## config.mk

```make
export PLATFORM = sky130hd
export DESIGN_NAME = comperator_block_scheduler
export DESIGN_NICKNAME = d
export VERILOG_FILES = /design/src/rtl/comperator_pkg.sv /design/src/rtl/comperator_pos_counter.sv /design/src/rtl/comperator_block_scheduler.sv
export SDC_FILE = /design/constraint.sdc
export NUM_CORES = 1
export LEC_CHECK = 0
export ABC_CLOCK_PERIOD_IN_PS = 3900
export BUFFER_PORTS_ARGS = -buffer_cell sky130_fd_sc_hd__buf_2
export CORE_AREA = 8 8 327 329
export CTS_BUF_LIST = sky130_fd_sc_hd__clkbuf_4
export CTS_CLUSTER_DIAMETER = 200
export DETAILED_ROUTE_END_ITERATION = 10
export DIE_AREA = 0 0 335 337
export PLACE_DENSITY = 0.4
export SKIP_CTS_REPAIR_TIMING = 1
export SYNTH_ARGS = -nofsm -noshare
export SYNTH_HDL_FRONTEND = slang
export SYNTH_SLANG_ARGS = --single-unit
```

## constraint.sdc

```tcl
create_clock -name aclk -period 3.9 [get_ports aclk]
set_input_delay 0.195 -clock aclk [delete_from_list [all_inputs] [get_ports aclk]]
set_output_delay 0.195 -clock aclk [all_outputs]
set_load 0.005 [all_outputs]
```

## src/rtl/comperator_pkg.sv

```systemverilog
// Shared constants for the stereoscopic comparator: pixel width, block geometry
// and the block scheduler's state encodings.
package comperator_pkg;

    localparam int unsigned DATA_WIDTH         = 24;
    localparam int unsigned BLOCK_SIZE_DEFAULT = 8;

    localparam logic [2:0] StIdle    = 3'd0;
    localparam logic [2:0] StIssue   = 3'd1;
    localparam logic [2:0] StWait    = 3'd2;
    localparam logic [2:0] StPresent = 3'd3;
    localparam logic [2:0] StFend    = 3'd4;

    function automatic int unsigned block_width(input int unsigned block_size);
        return block_size * DATA_WIDTH;
    endfunction

endpackage

```

## src/rtl/comperator_pos_counter.sv

```systemverilog
// Column/row position tracker for block pairs; advances once per accepted pair
// and flags the last block of a line and of a frame.
module comperator_pos_counter #(
    parameter int unsigned BLOCKS_PER_LINE = 80,
    parameter int unsigned LINES_PER_FRAME = 480
) (
    input  logic        aclk,
    input  logic        aresetn,
    input  logic        advance_i,
    input  logic        clear_i,
    output logic [15:0] col_o,
    output logic [15:0] row_o,
    output logic        eol_o,
    output logic        eof_o
);

    localparam logic [15:0] ColLast = 16'(BLOCKS_PER_LINE - 1);
    localparam logic [15:0] RowLast = 16'(LINES_PER_FRAME - 1);

    logic [15:0] col_q, col_d;
    logic [15:0] row_q, row_d;

    assign eol_o = (col_q == ColLast);
    assign eof_o = eol_o && (row_q == RowLast);
    assign col_o = col_q;
    assign row_o = row_q;

    always_comb begin
        col_d = col_q;
        row_d = row_q;
        if (clear_i) begin
            col_d = '0;
            row_d = '0;
        end else if (advance_i) begin
            if (eol_o) begin
                col_d = '0;
                row_d = eof_o ? 16'd0 : row_q + 16'd1;
            end else begin
                col_d = col_q + 16'd1;
            end
        end
    end

    always_ff @(posedge aclk) begin
        if (!aresetn) begin
            col_q <= '0;
            row_q <= '0;
        end else begin
            col_q <= col_d;
            row_q <= row_d;
        end
    end

endmodule

```

## src/rtl/comperator_block_scheduler.sv

```systemverilog
// Issues go to the left/right block readers, collects both blocks and presents the
// pair downstream with position tags. Optional watchdog: COMPERATOR_SCHED_TIMEOUT_EN.
module comperator_block_scheduler
    import comperator_pkg::*;
#(
    parameter int unsigned BLOCK_SIZE      = BLOCK_SIZE_DEFAULT,
    parameter int unsigned BLOCKS_PER_LINE = 80,
    parameter int unsigned LINES_PER_FRAME = 480,
    parameter int unsigned TIMEOUT_CYCLES  = 65535
) (
    input  logic                                aclk,
    input  logic                                aresetn,
    input  logic                                start,
    output logic                                busy,
    output logic                                l_go,
    input  logic                                l_done,
    input  logic [block_width(BLOCK_SIZE)-1:0] l_block,
    input  logic [15:0]                         l_count,
    output logic                                r_go,
    input  logic                                r_done,
    input  logic [block_width(BLOCK_SIZE)-1:0] r_block,
    input  logic [15:0]                         r_count,
    output logic                                m_valid,
    input  logic                                m_ready,
    output logic [block_width(BLOCK_SIZE)-1:0] m_l_block,
    output logic [block_width(BLOCK_SIZE)-1:0] m_r_block,
    output logic [15:0]                         m_count,
    output logic [15:0]                         m_col,
    output logic [15:0]                         m_row,
    output logic                                m_eol,
    output logic                                m_eof,
    output logic                                frame_done,
    output logic                                err_mismatch
`ifdef COMPERATOR_SCHED_TIMEOUT_EN
    ,
    output logic                                err_timeout
`endif
);

    localparam int unsigned BlockW = block_width(BLOCK_SIZE);

    logic [2:0]        state_q, state_d;
    logic              busy_q, busy_d;
    logic              l_seen_q, l_seen_d;
    logic              r_seen_q, r_seen_d;
    logic [BlockW-1:0] l_blk_q, l_blk_d;
    logic [BlockW-1:0] r_blk_q, r_blk_d;
    logic [15:0]       l_cnt_q, l_cnt_d;
    logic [15:0]       r_cnt_q, r_cnt_d;
    logic              err_mm_q, err_mm_d;
    logic              accept;
    logic              pos_clear;

`ifdef COMPERATOR_SCHED_TIMEOUT_EN
    logic [15:0] wd_q, wd_d;
    logic        err_to_q, err_to_d;
    assign err_timeout = err_to_q;
`else
    logic unused_timeout_cfg;
    assign unused_timeout_cfg = (TIMEOUT_CYCLES == 0);
`endif

    assign accept       = (state_q == StPresent) && m_ready;
    assign busy         = busy_q;
    assign l_go         = (state_q == StIssue);
    assign r_go         = (state_q == StIssue);
    assign m_valid      = (state_q == StPresent);
    assign frame_done   = (state_q == StFend);
    assign m_l_block    = l_blk_q;
    assign m_r_block    = r_blk_q;
    assign m_count      = (l_cnt_q < r_cnt_q) ? l_cnt_q : r_cnt_q;
    assign err_mismatch = err_mm_q;

    always_comb begin
        state_d   = state_q;
        busy_d    = busy_q;
        l_seen_d  = l_seen_q;
        r_seen_d  = r_seen_q;
        l_blk_d   = l_blk_q;
        r_blk_d   = r_blk_q;
        l_cnt_d   = l_cnt_q;
        r_cnt_d   = r_cnt_q;
        err_mm_d  = err_mm_q;
        pos_clear = 1'b0;

        case (state_q)
            StIdle: begin
                if (start) begin
                    state_d = StIssue;
                    busy_d  = 1'b1;
                end
            end
            StIssue: begin
                // done from the previous request may still be high here; ignore it
                l_seen_d = 1'b0;
                r_seen_d = 1'b0;
                state_d  = StWait;
            end
            StWait: begin
                if (l_done && !l_seen_q) begin
                    l_seen_d = 1'b1;
                    l_blk_d  = l_block;
                    l_cnt_d  = l_count;
                end
                if (r_done && !r_seen_q) begin
                    r_seen_d = 1'b1;
                    r_blk_d  = r_block;
                    r_cnt_d  = r_count;
                end
                if (l_seen_d && r_seen_d) begin
                    state_d = StPresent;
                    if (l_cnt_d != r_cnt_d) begin
                        err_mm_d = 1'b1;
                    end
                end
            end
            StPresent: begin
                if (m_ready) begin
                    if (m_eof) begin
                        state_d = StFend;
                        busy_d  = 1'b0;
                    end else begin
                        state_d = start ? StIssue : StIdle;
                    end
                end
            end
            StFend: begin
                state_d = StIdle;
            end
            default: begin
                state_d = StIdle;
            end
        endcase

`ifdef COMPERATOR_SCHED_TIMEOUT_EN
        wd_d     = (state_q == StWait) ? wd_q + 16'd1 : 16'd0;
        err_to_d = err_to_q;
        // A pair completing in the final watchdog cycle still wins
        if ((state_q == StWait) && (state_d == StWait) &&
            (wd_q == 16'(TIMEOUT_CYCLES - 1))) begin
            err_to_d  = 1'b1;
            busy_d    = 1'b0;
            state_d   = StIdle;
            pos_clear = 1'b1;
            wd_d      = '0;
        end
`endif
    end

    always_ff @(posedge aclk) begin
        if (!aresetn) begin
            state_q  <= StIdle;
            busy_q   <= 1'b0;
            l_seen_q <= 1'b0;
            r_seen_q <= 1'b0;
            l_blk_q  <= '0;
            r_blk_q  <= '0;
            l_cnt_q  <= '0;
            r_cnt_q  <= '0;
            err_mm_q <= 1'b0;
`ifdef COMPERATOR_SCHED_TIMEOUT_EN
            wd_q     <= '0;
            err_to_q <= 1'b0;
`endif
        end else begin
            state_q  <= state_d;
            busy_q   <= busy_d;
            l_seen_q <= l_seen_d;
            r_seen_q <= r_seen_d;
            l_blk_q  <= l_blk_d;
            r_blk_q  <= r_blk_d;
            l_cnt_q  <= l_cnt_d;
            r_cnt_q  <= r_cnt_d;
            err_mm_q <= err_mm_d;
`ifdef COMPERATOR_SCHED_TIMEOUT_EN
            wd_q     <= wd_d;
            err_to_q <= err_to_d;
`endif
        end
    end

    comperator_pos_counter #(
        .BLOCKS_PER_LINE(BLOCKS_PER_LINE),
        .LINES_PER_FRAME(LINES_PER_FRAME)
    ) u_pos (
        .aclk     (aclk),
        .aresetn  (aresetn),
        .advance_i(accept),
        .clear_i  (pos_clear),
        .col_o    (m_col),
        .row_o    (m_row),
        .eol_o    (m_eol),
        .eof_o    (m_eof)
    );

endmodule

```

==> results.cfg, run 1 <==
[die]
die_h_microns = 337
io_pins = 862
row_count = 117
die_x_microns = 335
initial_core_util_pct = 17.89

[yosys]
synthTopCellsByArea = dfxtp_1 50%, nand2_1 18%, a21boi_0 15%
synth_top_area_share_pct = 50.25
synth_edf_count = 0
async_flop_share_pct = 0
synth_ff_type = dfxtp_1
synth_cell_types = 50
syn_area_sq_um = 18130
ys_seq_area_share_pct = 50.25
syn_nets = 2580
ys_ff_latch = 455
yosys.area.top_type = dfxtp_1
ys.warnings.count = 0
synth_cells = 2141
syn_avg_cell_area_sq_um = 8.466

[clock_tree]
cts_num_sinks = 455
htreeDepth = 4
clk_path_buf_depth = 3
root_buffer = clkbuf_4
numCtsBuffers = 146

[placed_design]
dpl.hpwl_microns = 67520
placed_area_sq_um = 23820
port_buffers = 861
place.gp.congestion = 0.8823

[sta]
worst_endpoint = m_count[13]
worst_endpoint_kind = output port

[outcome]
lastStage = global routing (5_1_grt)
error = [ERROR RSZ-0060] Max buffer count reached.
status = did not finish

[grt]
grt_max_degree = 116
-- per-stage QoR --
step           instances  hold WS, ns  setup slack (ns)  setup TNS [ns]
3_5_place_dp        4244       0.4409            0.9017               0
2_1_floorplan       2141       0.3064             1.534               0
3_3_place_gp        4244       0.4367            0.9165               0
4_1_cts             4475      -0.7380           -0.2641          -3.330
-- cell usage after synthesis, drive strengths merged (2+ instances only) --
cell type	instances
a21oi	6
inv	21
nand4	15
a22oi	2
o21ai	6
nor2b	6
nand3	13
a21boi	417
ha	17
xor2	19
a211oi	2
a21o	5
and3	7
and2	3
nand2	850
mux2i	34
nor2	36
buf	68
a31oi	2
mux2	16
or3	2
and4	2
nor3	10
xnor2	25
nor4	6
dfxtp	455
clkbuf	83
-- cells by family after synthesis --
family                     Yosys count  share of synthesized area [%]
DFF                                455                          50.25
xor gates and xnor gates            44                          2.126
adders and majority gates           17                          1.173
buffers and inverters              172                          4.162
muxes                               50                          3.079
AOI/OAI and AO/OA                  448                          18.44
and+or+nand+nor                    955                          20.77
==> run 2: changes to the inputs <==
--- a/config.mk
+++ b/config.mk
@@ -7,12 +7,10 @@
 export LEC_CHECK = 0
 export ABC_CLOCK_PERIOD_IN_PS = 3900
 export BUFFER_PORTS_ARGS = -buffer_cell sky130_fd_sc_hd__buf_2
-export CORE_AREA = 8 8 327 329
-export CTS_BUF_LIST = sky130_fd_sc_hd__clkbuf_4
-export CTS_CLUSTER_DIAMETER = 200
+export CORE_AREA = 8 8 331 333
 export DETAILED_ROUTE_END_ITERATION = 10
-export DIE_AREA = 0 0 335 337
-export PLACE_DENSITY = 0.4
+export DIE_AREA = 0 0 339 341
+export PLACE_DENSITY_LB_ADDON = 0.15
 export SKIP_CTS_REPAIR_TIMING = 1
 export SYNTH_ARGS = -nofsm -noshare
 export SYNTH_HDL_FRONTEND = slang
==> run 2 against run 1 <==
Synthesized area unchanged. Synthesized cell count unchanged. The run now ends clean.
==> results.cfg, run 2 <==
[outcome]
status = completed

[detailed_routing]
postRouteAntennaNets = 0
vias = 18890
wirelength_microns = 87450
dr.pass1.iters = 5
drc_errors = 0
drtIter0Drc = 784
wire_per_inst_microns = 18.23
vias_per_cell = 3.938

[grt]
track_usage_pct = 13.96
grt_pass1_wl_microns = 124100
antenna_found_initial = 4
grt_overflow = 0
grt_max_degree = 112
grt_pass1_vias = 18070

[placed_design]
dpl.hpwl_microns = 65580
dpl_worst_slack_ns = 1.063
port_buffers = 861
placed_area_sq_um = 23940
place.gp.congestion = 0.7754

[worst_hold_path]
hp-class = primary input to register
hp-start = aresetn
holdPathEnd = m_r_block[91]
hold_path_depth = 2

[sta]
finalHoldViolCount = 0
setup_viol = 0
fin_ws_ns = 0.4112
clock_skew_ns = 0.02439
fin_crit_sh_pct = 89.46
grt_setup_unrepaired = false
tightest_slew_ns = 0.8291
fin_setup_tns_ns = 0
fmax_mhz = 286.6
maxSlewViolCount = 0
layout_min_cycle_time_ns = 3.489
slew_headroom_pct = 44.73

[clock_tree]
insertion_delay_ns = 0.64
cts_tree = built
numCtsBuffers = 56
htreeDepth = 2
root_buffer = clkbuf_16
cts.clk_slew.worst_paths_ns = 0.06
clk_path_buf_depth = 3
cts_num_sinks = 455

[die]
initial_core_util_pct = 17.37
die_h_microns = 341
row_count = 119
dieArea_sq_um = 115600
io_pins = 862
die_x_microns = 339
coreArea_sq_um = 104400

[yosys]
ys_seq_area_share_pct = 50.25
ys_ff_latch = 455
synth_cells = 2141
syn_avg_cell_area_sq_um = 8.466
yosys-top-cells-count = 850 x nand2_1, 455 x dfxtp_1, 367 x a21boi_0, 83 x clkbuf_1, 59 x buf_2
synthTopCellsByArea = dfxtp_1 50%, nand2_1 18%, a21boi_0 15%
async_flop_share_pct = 0
yosys.area.top_type = dfxtp_1
syn_area_sq_um = 18130
synth_top_area_share_pct = 50.25
syn_nets = 2580
yosysMostFrequentCell = nand2_1
synth_cell_types = 50
synth_ff_type = dfxtp_1
ys.warnings.count = 0
synth_edf_count = 0

[run]
drv_cap = 0

[cells_and_area]
fillers = 11460
layout.nets = 3800
layout_common_cells = 860 x buf_2, 848 x nand2_1, 455 x dfxtp_1, 419 x dlygate4sd3_1, 367 x a21boi_0
syn2layout_area_growth_pct = 65.49
drive_gt1_share_pct = 29.56
final_common_cell = buf_2
fin_area_sq_um = 30000

[worst_setup_path]
worstSetupEndpointType = output port
arrival_ns = 3.29
reg2reg_depth = 6
cp_max_fo = 10
rr_startpoint = state_q[1]
timing.rr.end = m_r_block[99]
cp-start-kind = register
ff2ff_setup_slack_ns = 1.20
worst_ep_required_time_ns = 3.70
crit_type = register to output port

[power_and_ir_drop]
leakage_nw = 12.83
clockPowerShare_pct = 42.6
ir_drop_v = 0.0003505
p_seq_share_pct = 40.2
p_switching_mw = 3.452
switching_share_pct = 27.41
p_comb_share_pct = 17.1
power-per-cell-area_nw_per_um2 = 419.8
power.internal_mw = 9.141
run 2: cell counts after synthesis:
Identical to the previous run, type by type.
run 2: worst max-delay path by stage:
| stage | slack (ns) | startpoint | endpoint |
|---|---|---|---|
| global route | 0.09 | r_cnt_q[11] | m_count[14] |
| detailed placement | 1.06 | r_cnt_q[5] | m_count[8] |
| finish | 0.41 | r_cnt_q[5] | m_count[9] |
| global placement | 1.04 | r_cnt_q[5] | m_count[7] |
| CTS | 0.32 | r_cnt_q[5] | m_count[8] |
| floorplan | 1.53 | r_cnt_q[5] | m_count[10] |
run 2: cell families (layout without fill, tap and decap cells):
kind of cell | after synthesis | in the layout | share of synthesized area [%]
AO/OA/AOI/OAI | 448 | 448 | 18.44
XOR/XNOR | 44 | 44 | 2.126
adder cells (fa/ha/maj) | 17 | 17 | 1.173
buffers and inverters | 172 | 1434 | 4.162
flip-flops | 455 | 455 | 50.25
multiplexers | 50 | 50 | 3.079
other | 0 | 2 | 0
AND/OR/NAND/NOR | 955 | 955 | 20.77
run 2: power groups by stage:
stage	Clock (mW)	Sequential, mW	Combinational (mW)
after floorplan	0	5.17	0.947
after global placement	0	5.17	1.86
after detailed placement	0	5.17	1.85
after CTS	5.62	5.07	1.86
after global routing	5.77	5.10	2.39
final	5.37	5.07	2.15
run 2: metrics by stage:
stage	cells	utilization (%)	total power, mW	hold WS [ns]
floorplan	2141	-	6.114	0.3064
global placement	4275	22.93	7.029	0.4401
detailed placement	4275	22.93	7.023	0.4422
CTS	4375	24.72	12.55	-0.2777
global route	4796	28.74	13.26	0.06797
finish	4796	28.74	12.59	0.05256
run 2: final cells by class:
class                      count  area [sq um]  area share, %
timing repair buffer        1313          8911          29.71
inverter                      21         78.83         0.2628
antenna                        2         5.005        0.01668
multi-input combinational   1514          8293          27.65
tap                         1391          1740          5.802
clock inverter                19         284.0         0.9469
sequential                   455          9109          30.37
clock buffer                  81          1575          5.252
run 2: per-layer routing:
layer / vias up / routed length, microns / GRT usage (%)
met1: 8756 / 34930 / 14.98
met3: 104 / 7300 / 6.462
met5: - / 0 / 0
met4: 0 / 1735 / 3.314
met2: 610 / 43480 / 24.87
li1: 9415 / - / -
run 2: worst max-delay path: stages, from the launching register on:
cell,delay [ns]
dfxtp_1,0.38
inv_1,0.06
ha_1,0.28
a21o_1,0.16
a21o_1,0.17
a211oi_1,0.22
o21ai_1,0.09
a221o_1,0.57
buf_4,0.29
mux2_4,0.31
buf_2,0.13
Note: power is estimated with default switching activity, not from simulation.
==> run 3: changes to the inputs <==
--- a/config.mk
+++ b/config.mk
@@ -8,8 +8,10 @@
 export ABC_CLOCK_PERIOD_IN_PS = 3900
 export BUFFER_PORTS_ARGS = -buffer_cell sky130_fd_sc_hd__buf_2
 export CORE_AREA = 8 8 331 333
+export CTS_BUF_LIST = sky130_fd_sc_hd__clkbuf_2
 export DETAILED_ROUTE_END_ITERATION = 10
 export DIE_AREA = 0 0 339 341
+export GPL_TIMING_DRIVEN = 1
 export PLACE_DENSITY_LB_ADDON = 0.15
 export SKIP_CTS_REPAIR_TIMING = 1
 export SYNTH_ARGS = -nofsm -noshare
==> run 3 against run 2 <==
The run now fails in global routing (5_1_grt). Synthesized area stayed put. Synthesized cell count did not move.
==> results.cfg, run 3 <==
[yosys]
syn_avg_cell_area_sq_um = 8.466
async_flop_share_pct = 0
synth_top_area_share_pct = 50.25
synthAdderAreaFrac_pct = 1.173
ys.warnings.count = 0
synth_ff_type = dfxtp_1
syn_area_sq_um = 18130
yosys-top-cells-count = 850 x nand2_1, 455 x dfxtp_1, 367 x a21boi_0, 83 x clkbuf_1, 59 x buf_2
synth_cells = 2141
synth_compound_area_share_pct = 18.44
yosysMostFrequentCell = nand2_1
synth_top_family_by_area = simple AND/OR/NAND/NOR gates
synthTopCellsByArea = dfxtp_1 50%, nand2_1 18%, a21boi_0 15%
ys_ff_latch = 455
syn_nets = 2580
yosys.area.top_type = dfxtp_1
synth_edf_count = 0
synth_xor_area_share_pct = 2.126
synth_cell_types = 50
ys_seq_area_share_pct = 50.25
synthMuxAreaShare_pct = 3.079
synth-simple-area-share_pct = 20.77

[placed_design]
dp_cells = 4275
place.gp.congestion = 0.7754
dpl.hpwl_microns = 65580
port_buffers = 861

[die]
io_pins = 862
initial_core_util_pct = 17.37
row_count = 119
die_h_microns = 341
die_x_microns = 339

[sta]
worst_endpoint = m_count[8]
worst_endpoint_kind = output port

[clock_tree]
clk_path_buf_depth = 3
numCtsBuffers = 145
htreeDepth = 4
root_buffer = clkbuf_2
cts_num_sinks = 455

[outcome]
error = [ERROR RSZ-0060] Max buffer count reached.
status = did not finish
lastStage = global routing (5_1_grt)

[grt]
grt_max_degree = 112
==> run 3: kinds of logic after synthesis <==
group                      after synthesis
adders and majority gates               17
DFF                                    455
muxes                                   50
and+or+nand+nor                        955
AOI/OAI and AO/OA                      448
buffers and inverters                  172
xor gates and xnor gates                44
==> run 3: stage by stage <==
step	hold slack (ns)	worst slack, ns	area [sq um]	utilization [%]	setup TNS (ns)
floorplan	0.3064	1.534	18130	-	0
global placement	0.4401	1.039	23940	22.93	0
detailed placement	0.4422	1.063	23940	22.93	0
CTS	-1.228	-0.5906	25180	24.12	-7.589
